$ cat config.mk
export PLATFORM = sky130hd
export DESIGN_NAME = s_load_seq_flat
export DESIGN_NICKNAME = d
export VERILOG_FILES = /design/src/rtl/s_load_seq_pkg.sv /design/src/rtl/s_load_seq_if.sv /design/src/rtl/s_iter_cnt.sv /design/src/rtl/s_load_seq.sv /design/src/flat_wrapper.sv
export SDC_FILE = /design/constraint.sdc
export NUM_CORES = 1
export LEC_CHECK = 0
export CAP_MARGIN = 20
export CORE_AREA = 2 2 39 41
export CTS_BUF_LIST = sky130_fd_sc_hd__clkbuf_8
export CTS_CLUSTER_DIAMETER = 50
export DETAILED_ROUTE_END_ITERATION = 10
export DIE_AREA = 0 0 41 43
export HOLD_SLACK_MARGIN = 0.1
export PLACE_DENSITY = 0.74
export SYNTH_ARGS = -nofsm -noshare
export SYNTH_HDL_FRONTEND = slang
export SYNTH_SLANG_ARGS = --single-unit
$ cat constraint.sdc
create_clock -name clk -period 2.2 [get_ports clk]
set_clock_uncertainty 0.15 [all_clocks]
set_input_delay 0.44 -clock clk [delete_from_list [all_inputs] [get_ports clk]]
set_output_delay 0.44 -clock clk [all_outputs]
set_load 0.1 [all_outputs]
$ cat src/rtl/s_load_seq_pkg.sv
// Shared types for the S-register load sequencer: state encoding and output bundle.
// Latency: n/a (types and a pure decode function only).
// Backpressure: n/a.
package s_seq_pkg;

  // Default iteration-count width (max 2^CNT_W-1 iterations).
  localparam int DEF_CNT_W = 4;

  typedef enum logic [1:0] {
    IDLE = 2'b00,
    LOAD = 2'b01,
    ITER = 2'b10,
    DONE = 2'b11
  } state_t;

  // Registered Moore outputs; S_ld is gated by hold/abort after the register.
  typedef struct packed {
    logic sel;
    logic ld;
    logic busy;
    logic done;
  } seq_out_t;

  function automatic seq_out_t decode(state_t s);
    seq_out_t o;
    o = '0;
    case (s)
      LOAD:    begin o.sel = 1'b1; o.ld = 1'b1; o.busy = 1'b1; end
      ITER:    begin o.ld = 1'b1; o.busy = 1'b1; end
      DONE:    o.done = 1'b1;
      default: o = '0;
    endcase
    return o;
  endfunction

endpackage

$ cat src/rtl/s_load_seq_if.sv
// Control-unit <-> sequencer bundle; master = control unit, slave = sequencer.
// Latency: n/a (wires only).
// Backpressure: hold stalls the sequencer; optional abort exists only with S_SEQ_ABORT_EN.
interface s_load_seq_if
  import s_seq_pkg::*;
#(
  parameter int CNT_W = DEF_CNT_W
) ();
  logic             start;
  logic [CNT_W-1:0] count;
  logic             hold;
`ifdef S_SEQ_ABORT_EN
  logic             abort;
`endif
  logic             S_Sel;
  logic             S_ld;
  logic             busy;
  logic             done;
  logic [CNT_W-1:0] iter;

`ifdef S_SEQ_ABORT_EN
  modport master (output start, count, hold, abort, input S_Sel, S_ld, busy, done, iter);
  modport slave  (input start, count, hold, abort, output S_Sel, S_ld, busy, done, iter);
`else
  modport master (output start, count, hold, input S_Sel, S_ld, busy, done, iter);
  modport slave  (input start, count, hold, output S_Sel, S_ld, busy, done, iter);
`endif
endinterface

$ cat src/rtl/s_iter_cnt.sv
// Loadable CNT_W-bit down counter holding the remaining iteration count.
// Latency: load/dec visible on the cycle after the edge; clear wins over load over dec.
// Backpressure: hold freezes the value; it never decrements below zero.
module s_iter_cnt #(
  parameter int CNT_W = 4
) (
  input  logic             clk,
  input  logic             reset,
  input  logic             clear,
  input  logic             load,
  input  logic [CNT_W-1:0] load_val,
  input  logic             dec,
  input  logic             hold,
  output logic [CNT_W-1:0] cnt,
  output logic             zero
);
  logic [CNT_W-1:0] cnt_q;

  // Counter register: synchronous clear, load on accepted start, saturating decrement.
  always_ff @(posedge clk) begin
    if (!reset)                            cnt_q <= '0;
    else if (clear)                        cnt_q <= '0;
    else if (load)                         cnt_q <= load_val;
    else if (dec && !hold && cnt_q != '0)  cnt_q <= cnt_q - CNT_W'(1);
  end

  assign cnt  = cnt_q;
  assign zero = (cnt_q == '0);
endmodule

$ cat src/rtl/s_load_seq.sv
// S-mux/S-register sequencer: one DS load then count recirculations of S_in. Optional abort: S_SEQ_ABORT_EN.
// Latency: start accepted at edge k -> LOAD k+1, ITER k+2..k+1+count, done pulse at k+2+count.
// Backpressure: hold stalls LOAD/ITER one cycle per hold cycle with S_ld suppressed; start ignored while busy.
module s_load_seq
  import s_seq_pkg::*;
#(
  parameter int CNT_W = DEF_CNT_W
) (
  input  logic        clk,
  input  logic        reset,
  s_load_seq_if.slave bus
);
  state_t           state;
  state_t           state_nx;
  seq_out_t         outs;
  logic [CNT_W-1:0] cnt;
  logic             cnt_zero;
  logic             cnt_one;
  logic             in_seq;
  logic             accept;
  logic             abort_act;

  assign in_seq  = (state == LOAD) || (state == ITER);
  assign accept  = ((state == IDLE) || (state == DONE)) && bus.start;
  assign cnt_one = (cnt == CNT_W'(1));

`ifdef S_SEQ_ABORT_EN
  assign abort_act = bus.abort && in_seq;
`else
  assign abort_act = 1'b0;
`endif

  s_iter_cnt #(.CNT_W(CNT_W)) u_cnt (
    .clk      (clk),
    .reset    (reset),
    .clear    (abort_act),
    .load     (accept),
    .load_val (bus.count),
    .dec      ((state == ITER) && !abort_act),
    .hold     (bus.hold),
    .cnt      (cnt),
    .zero     (cnt_zero)
  );

  // Next-state selection; abort beats hold, hold freezes LOAD/ITER only.
  always_comb begin
    state_nx = state;
    case (state)
      IDLE: if (bus.start) state_nx = LOAD;
      LOAD: begin
        if (abort_act)      state_nx = IDLE;
        else if (!bus.hold) state_nx = cnt_zero ? DONE : ITER;
      end
      ITER: begin
        if (abort_act)               state_nx = IDLE;
        else if (!bus.hold && cnt_one) state_nx = DONE;
      end
      DONE:    state_nx = bus.start ? LOAD : IDLE;
      default: state_nx = IDLE;
    endcase
  end

  // State register with outputs registered from the next state.
  always_ff @(posedge clk) begin
    if (!reset) begin
      state <= IDLE;
      outs  <= '0;
    end else begin
      state <= state_nx;
      outs  <= decode(state_nx);
    end
  end

  assign bus.S_Sel = outs.sel;
  assign bus.S_ld  = outs.ld && !bus.hold && !abort_act;
  assign bus.busy  = outs.busy;
  assign bus.done  = outs.done;
  assign bus.iter  = cnt;
endmodule

$ cat src/flat_wrapper.sv
// flat-port wrapper written by rule: the top's interface ports become plain ports
module s_load_seq_flat import s_seq_pkg::*;
#(
  parameter int CNT_W = DEF_CNT_W
)
  (clk, reset, bus_start, bus_count, bus_hold, bus_S_Sel, bus_S_ld, bus_busy, bus_done, bus_iter);
  s_load_seq_if #(.CNT_W(CNT_W)) bus_i ();
  input  logic clk;
  input  logic reset;
  input wire logic [$bits(bus_i.start)-1:0] bus_start;
  input wire logic [$bits(bus_i.count)-1:0] bus_count;
  input wire logic [$bits(bus_i.hold)-1:0] bus_hold;
  output wire logic [$bits(bus_i.S_Sel)-1:0] bus_S_Sel;
  output wire logic [$bits(bus_i.S_ld)-1:0] bus_S_ld;
  output wire logic [$bits(bus_i.busy)-1:0] bus_busy;
  output wire logic [$bits(bus_i.done)-1:0] bus_done;
  output wire logic [$bits(bus_i.iter)-1:0] bus_iter;
  assign bus_i.start = bus_start;
  assign bus_i.count = bus_count;
  assign bus_i.hold = bus_hold;
  assign bus_S_Sel = bus_i.S_Sel;
  assign bus_S_ld = bus_i.S_ld;
  assign bus_busy = bus_i.busy;
  assign bus_done = bus_i.done;
  assign bus_iter = bus_i.iter;
  s_load_seq #(.CNT_W(CNT_W)) u_core (.clk(clk), .reset(reset), .bus(bus_i));
endmodule
# Word-level counts from Yosys, hierarchy flattened
# Index checks and enable logic that the tools add are counted.
# word_totals
output_inout_bits	8
reg_bits	10
word_cells	37
# op_classes
n_mux	11
eq_ne	7
add_sub_neg	1
n_reduce_logical	12
# ops
op	count
== test 2 bit, second input constant	4
two-way mux 2 bit	4
two-way mux 4 bit	2
one-hot mux 2 bit (4 select lines)	1
logical AND 1 bit	5
== test 2 x 1 -> 1 bit, second input constant	2
== test 4 x 1 -> 1 bit, second input constant	1
zero test 4 bit	1
two-way mux 1 bit	4
nonzero test 4 bit	1
subtractor 4 x 1 -> 4 bit, second input constant	1
zero test 2 bit	1
nonzero test 2 bit	1
OR reduction 2 bit	1
zero test 1 bit	1
logical OR 1 bit	1

# Depth between registers and ports, before layout
# Gate-level depths: netlist (run 1).
# logic_depth
depth_word	7
mapped_depth	7
mapped_depth_nobuf	7

# Cells and area by module
# From an unflattened synthesis (run 1), not the netlist that was laid out.
# unflattened
hier_cells	63
hier_area_um2	599.3
# by_module_without_submodules
mod	area_each_um2	cells_per_inst	n_inst
s_load_seq	337.8	34	1
s_iter_cnt	261.5	29	1

# Worst setup path after synthesis (run 1)
# OpenSTA, ideal clock, no wires.
# synth_path
path_kind	flip-flop to output port
from	register u_core.outs[2] in the netlist's numbering
to	output port bus_S_ld
path_slack_ns	-0.765
arrival_time_ns	2.375
path_buffers	0
stages_incl_launch_ff	2
path_cell_list	dfxtp_1 > nor2b_1
# synth_between
elab_chain_len	1
# synth_rtl
element	line_no	rtl
start, declared	s_load_seq.sv:15	seq_out_t outs;
start signal, assigned	s_load_seq.sv:70	outs <= decode(state_nx);
logical AND 1 bit	s_load_seq.sv:75	assign bus.S_ld = outs.ld && !bus.hold && !abort_act;
end, declared	flat_wrapper.sv:14	output wire logic [$bits(bus_i.S_ld)-1:0] bus_S_ld;
# Every way passes these cells.

# Worst setup path in the final report (run 1)
# layout_path
from	register u_core.state[1]
to	register u_core.outs[2] in the netlist's numbering
# layout_between
elab_chain_len	5
# layout_rtl
element	line_no	rtl
start, declared	s_load_seq.sv:13	state_t state;
start signal, assigned	s_load_seq.sv:69	state <= state_nx;
== test 2 bit, or another cell as far along	s_load_seq.sv:48	case (state)
one-hot mux 2 bit (4 select lines) *	s_load_seq.sv:48	
== test 2 bit or == test 2 x 1 -> 1 bit (tied branches)	s_load_seq_pkg.sv:27	case (s)
OR reduction 2 bit (no source line) *	-	
two-way mux 2 bit *	s_load_seq_pkg.sv:27	
# Every way passes the cells marked *; elsewhere a longest branch is shown, timed or not.
# A chain may end at the register's enable or synchronous reset.

==> impl_metrics.py, run 1 <==
metrics = {
    "setup_path": {
        "timing.rr.start": "u_core.state[1]",
        "cp_cell_sequence": "inv_1 -> ha_1 -> a221o_1 -> a21oi_1 -> a21oi_1 -> ha_1 -> and2_1",
        "worstRegToRegCells": 7,
        "r2r_slack_ns": 0.18,
        "critPathRequiredTime_ns": 2.17,
        "startpoint": "u_core.state[1]",
        "crit_arrival_ns": 1.99,
        "start_kind": "flip-flop",
        "cp-end-kind": "flip-flop",
        "setup.worst_path.end": "u_core.outs[2]",
        "critPathSlowestCell": "dfxtp_1",
        "r2r-end": "u_core.outs[2]",
        "worstSetupPathType": "reg -> reg",
        "cpPeakStageDelay_ns": 0.41,
        "worstPathMaxFanout": 6,
    },
    "synth": {
        "ys_seq_area_frac": 0.3044,
        "synth_nets": 84,
        "syn_inst": 67,
        "yosysTopAreaCellShare": 0.3044,
        "synthSimpleGateAreaFrac": 0.1987,
        "syn_avg_cell_area_sq_um": 8.833,
        "synth_compound_area_frac": 0.2495,
        "synth.distinct_cells": 24,
        "yosys_warnings": 0,
        "yosysTopAreaCell": "dfxtp_1",
        "synth_xor_area_frac": 0,
        "synthAdderAreaFrac": 0.1903,
        "synth.area.mux_share": 0,
        "synth_top_family_by_area": "compound AO/OA/AOI/OAI gates",
        "syn-cell-area_sq_um": 591.8,
        "synthTopCellsByArea": "dfxtp_1, ha_1, o21ai_0, inv_1, o211a_1",
        "synth-seq-cells": 9,
    },
    "hold_path": {
        "holdPathStages": 2,
        "hold_class": "reg -> reg",
    },
    "cts": {
        "cts_tree": "yes",
        "htreeDepth": 1,
        "clk_pin_slew_ns": 0.05,
        "hold_buffers": 0,
        "postCtsSetupBuffers": 0,
        "insertion_delay_ns": 0.23,
        "cts_root_buf": "clkbuf_8",
        "clockBufferDepth": 2,
        "cts.sink_count": 9,
        "cts_inserted_buffers": 3,
    },
    "global_routing": {
        "grt_max_degree": 12,
        "grt_pass1_vias": 519,
        "overflow": 0,
        "antenna_found_initial": 0,
        "grt_use_total": 0.1744,
        "grt_first_pass_wirelength_um": 2090,
    },
    "die": {
        "start_util": 0.4277,
        "fp.dieW_um": 41,
        "die_area_sq_um": 1763,
        "core_sq_um": 1384,
        "core.rowCount": 14,
        "io_pins": 16,
        "die_y_um": 43,
    },
    "sta": {
        "timing.fmax_mhz": 494.0,
        "period_needed_ns": 2.024,
        "hold_viol": 0,
        "slew_headroom": 0.7796,
        "period_share": 0.9201,
        "tightest_slew_ns": 0.3295,
        "finalSetupViolCount": 0,
        "rsz0062_at_grt": "false",
        "slew_violations": 0,
    },
    "power": {
        "leakage_uw": 0.0003588,
        "vdd_drop_max_mv": 0.7284,
        "p_per_area_nw_per_um2": 1212,
        "p_total_uw": 990.4,
    },
    "placed_design": {
        "gp_congestion": 0.7934,
        "placed_cells": 98,
        "dp_hpwl_um": 948.9,
        "dpl-instance-area_sq_um": 767.0,
        "io_buffers": 15,
    },
    "cells_and_area": {
        "area_growth_pct": 38.05,
        "final_layout_size_suffix_gt1_frac": 0.2093,
        "nets": 104,
        "antenna_cells": 0,
        "fin_util": 0.5904,
        "final_area_sq_um": 817.0,
        "mostFrequentLayoutCells": "ha_1, buf_4, inv_1, o21ai_0",
        "stdcell_count": 102,
    },
    "detailed_routing": {
        "vias": 552,
        "detail_route.wl_per_cell_um": 12.29,
        "drc_errors": 0,
        "drt_wl_total_um": 1254,
        "drt_iter0_drc": 2,
        "dr.pass1.iters": 2,
        "final_antenna_net_count": 0,
        "viasPerCell": 5.412,
    },
    "run": {
        "maxCapViolations": 0,
    },
    "outcome": {
        "status": "completed",
    },
}
==> state kept, by name (all words and copies together), names as in the netlist <==
register	count
u_core.u_cnt.cnt	4
u_core.state	2
u_core.bus.done	1
u_core.bus.S_Sel	1
u_core.outs	1
==> kinds of logic after synthesis <==
kind of cell               count (synthesis)
AOI/OAI and AO/OA                         22
and+or+nand+nor                           18
buffers and inverters                      9
adders and majority gates                  9
DFF                                        9
==> cells in the mapped netlist <==
cell type,count
o211ai_1,1
nand2_1,2
inv_1,7
nand3b_1,1
o21ai_0,8
ha_1,9
a31oi_1,3
nor3b_1,2
o2111ai_1,1
a211oi_1,1
nor2b_1,2
o2111a_1,1
nand2b_1,2
or2_2,1
or3_1,2
o211a_1,2
dfxtp_1,9
a221o_1,1
clkbuf_1,2
or4_1,2
and2_1,3
o221ai_1,1
a21oi_1,3
or4b_1,1
==> worst min-delay path by stage <==
| stage | from | to |
|---|---|---|
| floorplan | u_core.state[1] | u_core.state[1] |
| global placement | u_core.u_cnt.cnt[0] | u_core.u_cnt.cnt[0] |
| detailed placement | u_core.u_cnt.cnt[0] | u_core.u_cnt.cnt[0] |
| CTS | u_core.u_cnt.cnt[0] | u_core.u_cnt.cnt[0] |
| global route | u_core.u_cnt.cnt[0] | u_core.u_cnt.cnt[0] |
| finish | u_core.u_cnt.cnt[0] | u_core.u_cnt.cnt[0] |
==> through the flow <==
stage | worst slack, ns | setup TNS [ns] | hold WS, ns
after floorplan | -0.3003 | -0.3003 | 0.4511
after global placement | 0.03505 | 0 | 0.3782
after detailed placement | -0.001588 | -0.001588 | 0.3883
after CTS | 0.1010 | 0 | 0.3950
after global routing | 0.04758 | 0 | 0.4134
final | 0.1757 | 0 | 0.3838
==> area by class of cell <==
cell class	instances	area, sq um
Timing Repair Buffer	17	157.7
Multi-Input combinational cell	49	385.4
Sequential cell	9	182.7
Tap cell	16	20.02
Clock buffer	3	41.29
Inverter	7	26.28
Fill cell	133	566.8
Clock inverter	1	3.754
==> critical path, delay by kind of cell (launching register included) <==
family / cells / cell delay [ns]
compound gates: 3 / 0.64
fa+ha+maj: 2 / 0.48
flops: 1 / 0.41
simple gates: 1 / 0.13
buf+inv: 1 / 0.09
==> layer usage <==
metal  wire (um)  track usage  vias up
met5           0            0        -
met4           6      0.08000        0
li1            -            -      281
met1         535       0.1987      259
met3          58      0.04712        2
met2         653       0.2844       10
==> power by group <==
part           internal (uW)  switching [uW]  total [uW]
registers                205            37.4         243
clock network            122            67.4         189
logic                    167             392         559
==> repair_timing <==
action                                  CTS  global route
endpoints found under the setup margin    0             1
hold endpoints to repair                  0             0
gates resized for setup                   0             1
(Power assumes the default switching activity.)
==> run 2: changes to the inputs <==
- CORE_AREA: 2 2 39 41 -> unset
- CORE_MARGIN: unset -> 2
- CORE_UTILIZATION: unset -> 45
- DIE_AREA: 0 0 41 43 -> unset
- PLACE_DENSITY: 0.74 -> 0.75
==> run 2 against run 1 <==
  * Core utilization increased by 5.5 points
  * Worst hold slack better by 0.023 ns
  * Register-to-register slack got worse by 0.07 ns
  * Global-route usage is 1.8 points higher
  * Routed wire length increased by 4.8%
  * Via count is 3.8% higher
  * Fmax shrank 3.2%
  * Critical path type unchanged
  * Highest routed layer unchanged
==> impl_metrics.py, run 2 (synthesized netlist as in run 1, its figures left out) <==
metrics = {
    "setup_path": {
        "cp_cell_sequence": "inv_1 -> ha_1 -> a221o_1 -> a21oi_1 -> a21oi_1 -> ha_1 -> and2_1",
        "path_buf_inv": 1,
        "worstRegToRegCells": 7,
        "cp-end-kind": "flip-flop",
        "critPathSlowestCell": "dfxtp_1",
        "r2r_slack_ns": 0.11,
        "cpLargestDelayFamily": "compound AO/OA/AOI/OAI gates",
        "cpPeakStageDelay_ns": 0.41,
        "worstSetupPathType": "reg -> reg",
        "r2r-end": "u_core.outs[2]",
        "path_depth": 7,
        "start_kind": "flip-flop",
        "timing.rr.start": "u_core.state[1]",
        "crit_arrival_ns": 2.08,
        "worstPathMaxFanout": 6,
        "critPathRequiredTime_ns": 2.19,
    },
    "cells_and_area": {
        "final_common_cell": "buf_4",
        "area_growth_pct": 38.27,
        "mostFrequentLayoutCells": "buf_4, ha_1, inv_1, o21ai_0",
        "largest_reg_flops": 4,
        "final_layout_size_suffix_gt1_frac": 0.2069,
        "nets": 105,
        "final_area_sq_um": 818.3,
        "fin_util": 0.6450,
        "antenna_cells": 0,
    },
    "power": {
        "vdd_drop_max_mv": 0.5528,
        "p_total_uw": 1008,
        "p_per_area_nw_per_um2": 1231,
        "leakage_uw": 0.0003610,
    },
    "detailed_routing": {
        "wl_met2_um": 644,
        "drt_iter0_drc": 16,
        "drt_wl_total_um": 1314,
        "final_antenna_net_count": 0,
        "drt-met1-wl_um": 554,
        "dr.max_layer_used": "met4",
        "vias": 573,
        "drc_errors": 0,
        "wl_met3_um": 92,
        "viasPerCell": 5.618,
        "dr.pass1.iters": 4,
        "detail_route.wl_per_cell_um": 12.88,
    },
    "global_routing": {
        "grt_max_degree": 12,
        "antenna_found_initial": 0,
        "grt_first_pass_wirelength_um": 1973,
        "grt_use_total": 0.1920,
        "grt_pass1_vias": 446,
        "overflow": 0,
    },
    "cts": {
        "insertion_delay_ns": 0.24,
        "cts_inserted_buffers": 3,
        "cts_root_buf": "clkbuf_8",
        "clk_pin_slew_ns": 0.05,
        "hold_buffers": 0,
        "htreeDepth": 1,
        "postCtsSetupBuffers": 0,
        "clockBufferDepth": 2,
        "cts.sink_count": 9,
        "ctsResizeCount": 0,
        "cts_tree": "yes",
    },
    "hold_path": {
        "worstHoldStart": "u_core.u_cnt.cnt[1]",
        "holdPathEnd": "u_core.u_cnt.cnt[1]",
        "holdPathStages": 2,
        "hold_class": "reg -> reg",
    },
    "sta": {
        "finalSetupViolCount": 0,
        "timing.fmax_mhz": 478.1,
        "hold_viol": 0,
        "slew_headroom": 0.7546,
        "rsz0062_at_grt": "false",
        "slew_violations": 0,
        "tightest_slew_ns": 0.3670,
        "period_share": 0.9507,
        "period_needed_ns": 2.091,
    },
    "placed_design": {
        "io_buffers": 15,
        "gp_congestion": 0.7693,
        "dpl-instance-area_sq_um": 773.2,
        "dp_hpwl_um": 931.6,
    },
    "die": {
        "core_sq_um": 1269,
        "fp.dieW_um": 40.27,
        "core.rowCount": 13,
        "start_util": 0.4665,
        "die_area_sq_um": 1621,
        "die_y_um": 40.27,
        "io_pins": 16,
    },
    "outcome": {
        "status": "completed",
    },
    "run": {
        "maxCapViolations": 0,
    },
}
run 2: layer usage:
layer / vias to the layer above / global-route usage
met1: 266 / 0.2181
met2: 20 / 0.3145
met3: 5 / 0.06667
met4: 0 / 0.1000
met5: - / 0
li1: 282 / -
run 2: worst register-to-register path, delay by kind of cell, from the launching register on:
kind,cells,cell delay (ns)
and+or+nand+nor,1,0.13
AOI/OAI and AO/OA,3,0.72
buffers and inverters,1,0.09
DFF,1,0.41
adders and majority gates,2,0.49
run 2: power by group:
part	internal [uW]	switching (uW)	total [uW]
Clock	122	72.2	194
Combinational	171	402	573
Sequential	205	35.2	240
run 2: stage by stage:
| step | setup TNS (ns) | hold slack [ns] | instances | setup slack (ns) |
|---|---|---|---|---|
| floorplan | -0.3003 | 0.4511 | 67 | -0.3003 |
| global placement | 0 | 0.3742 | 98 | 0.04217 |
| detailed placement | 0 | 0.4050 | 98 | 0.01147 |
| CTS | 0 | 0.4111 | 102 | 0.1215 |
| global route | 0 | 0.4367 | 102 | 0.02602 |
| finish | 0 | 0.4069 | 102 | 0.1086 |
run 2: final cells by class:
type | instances | area (sq um)
clock inverters | 1 | 3.754
multi-input cells | 49 | 380.4
inverters | 7 | 26.28
fillers | 108 | 450.4
flip-flops and latches | 9 | 182.7
clock buffers | 3 | 41.29
repair buffers | 18 | 165.2
well taps | 15 | 18.77
run 2: worst max-delay path by stage:
| stage | start | end | slack (ns) |
|---|---|---|---|
| 2_1_floorplan | u_core.outs[2] | bus_S_ld | -0.30 |
| 3_3_place_gp | bus_hold | u_core.outs[2] | 0.04 |
| 3_5_place_dp | bus_hold | u_core.u_cnt.cnt[3] | 0.01 |
| 4_1_cts | u_core.state[1] | u_core.outs[2] | 0.12 |
| 5_1_grt | u_core.state[1] | u_core.outs[2] | 0.03 |
| 6_report | u_core.state[1] | u_core.outs[2] | 0.11 |
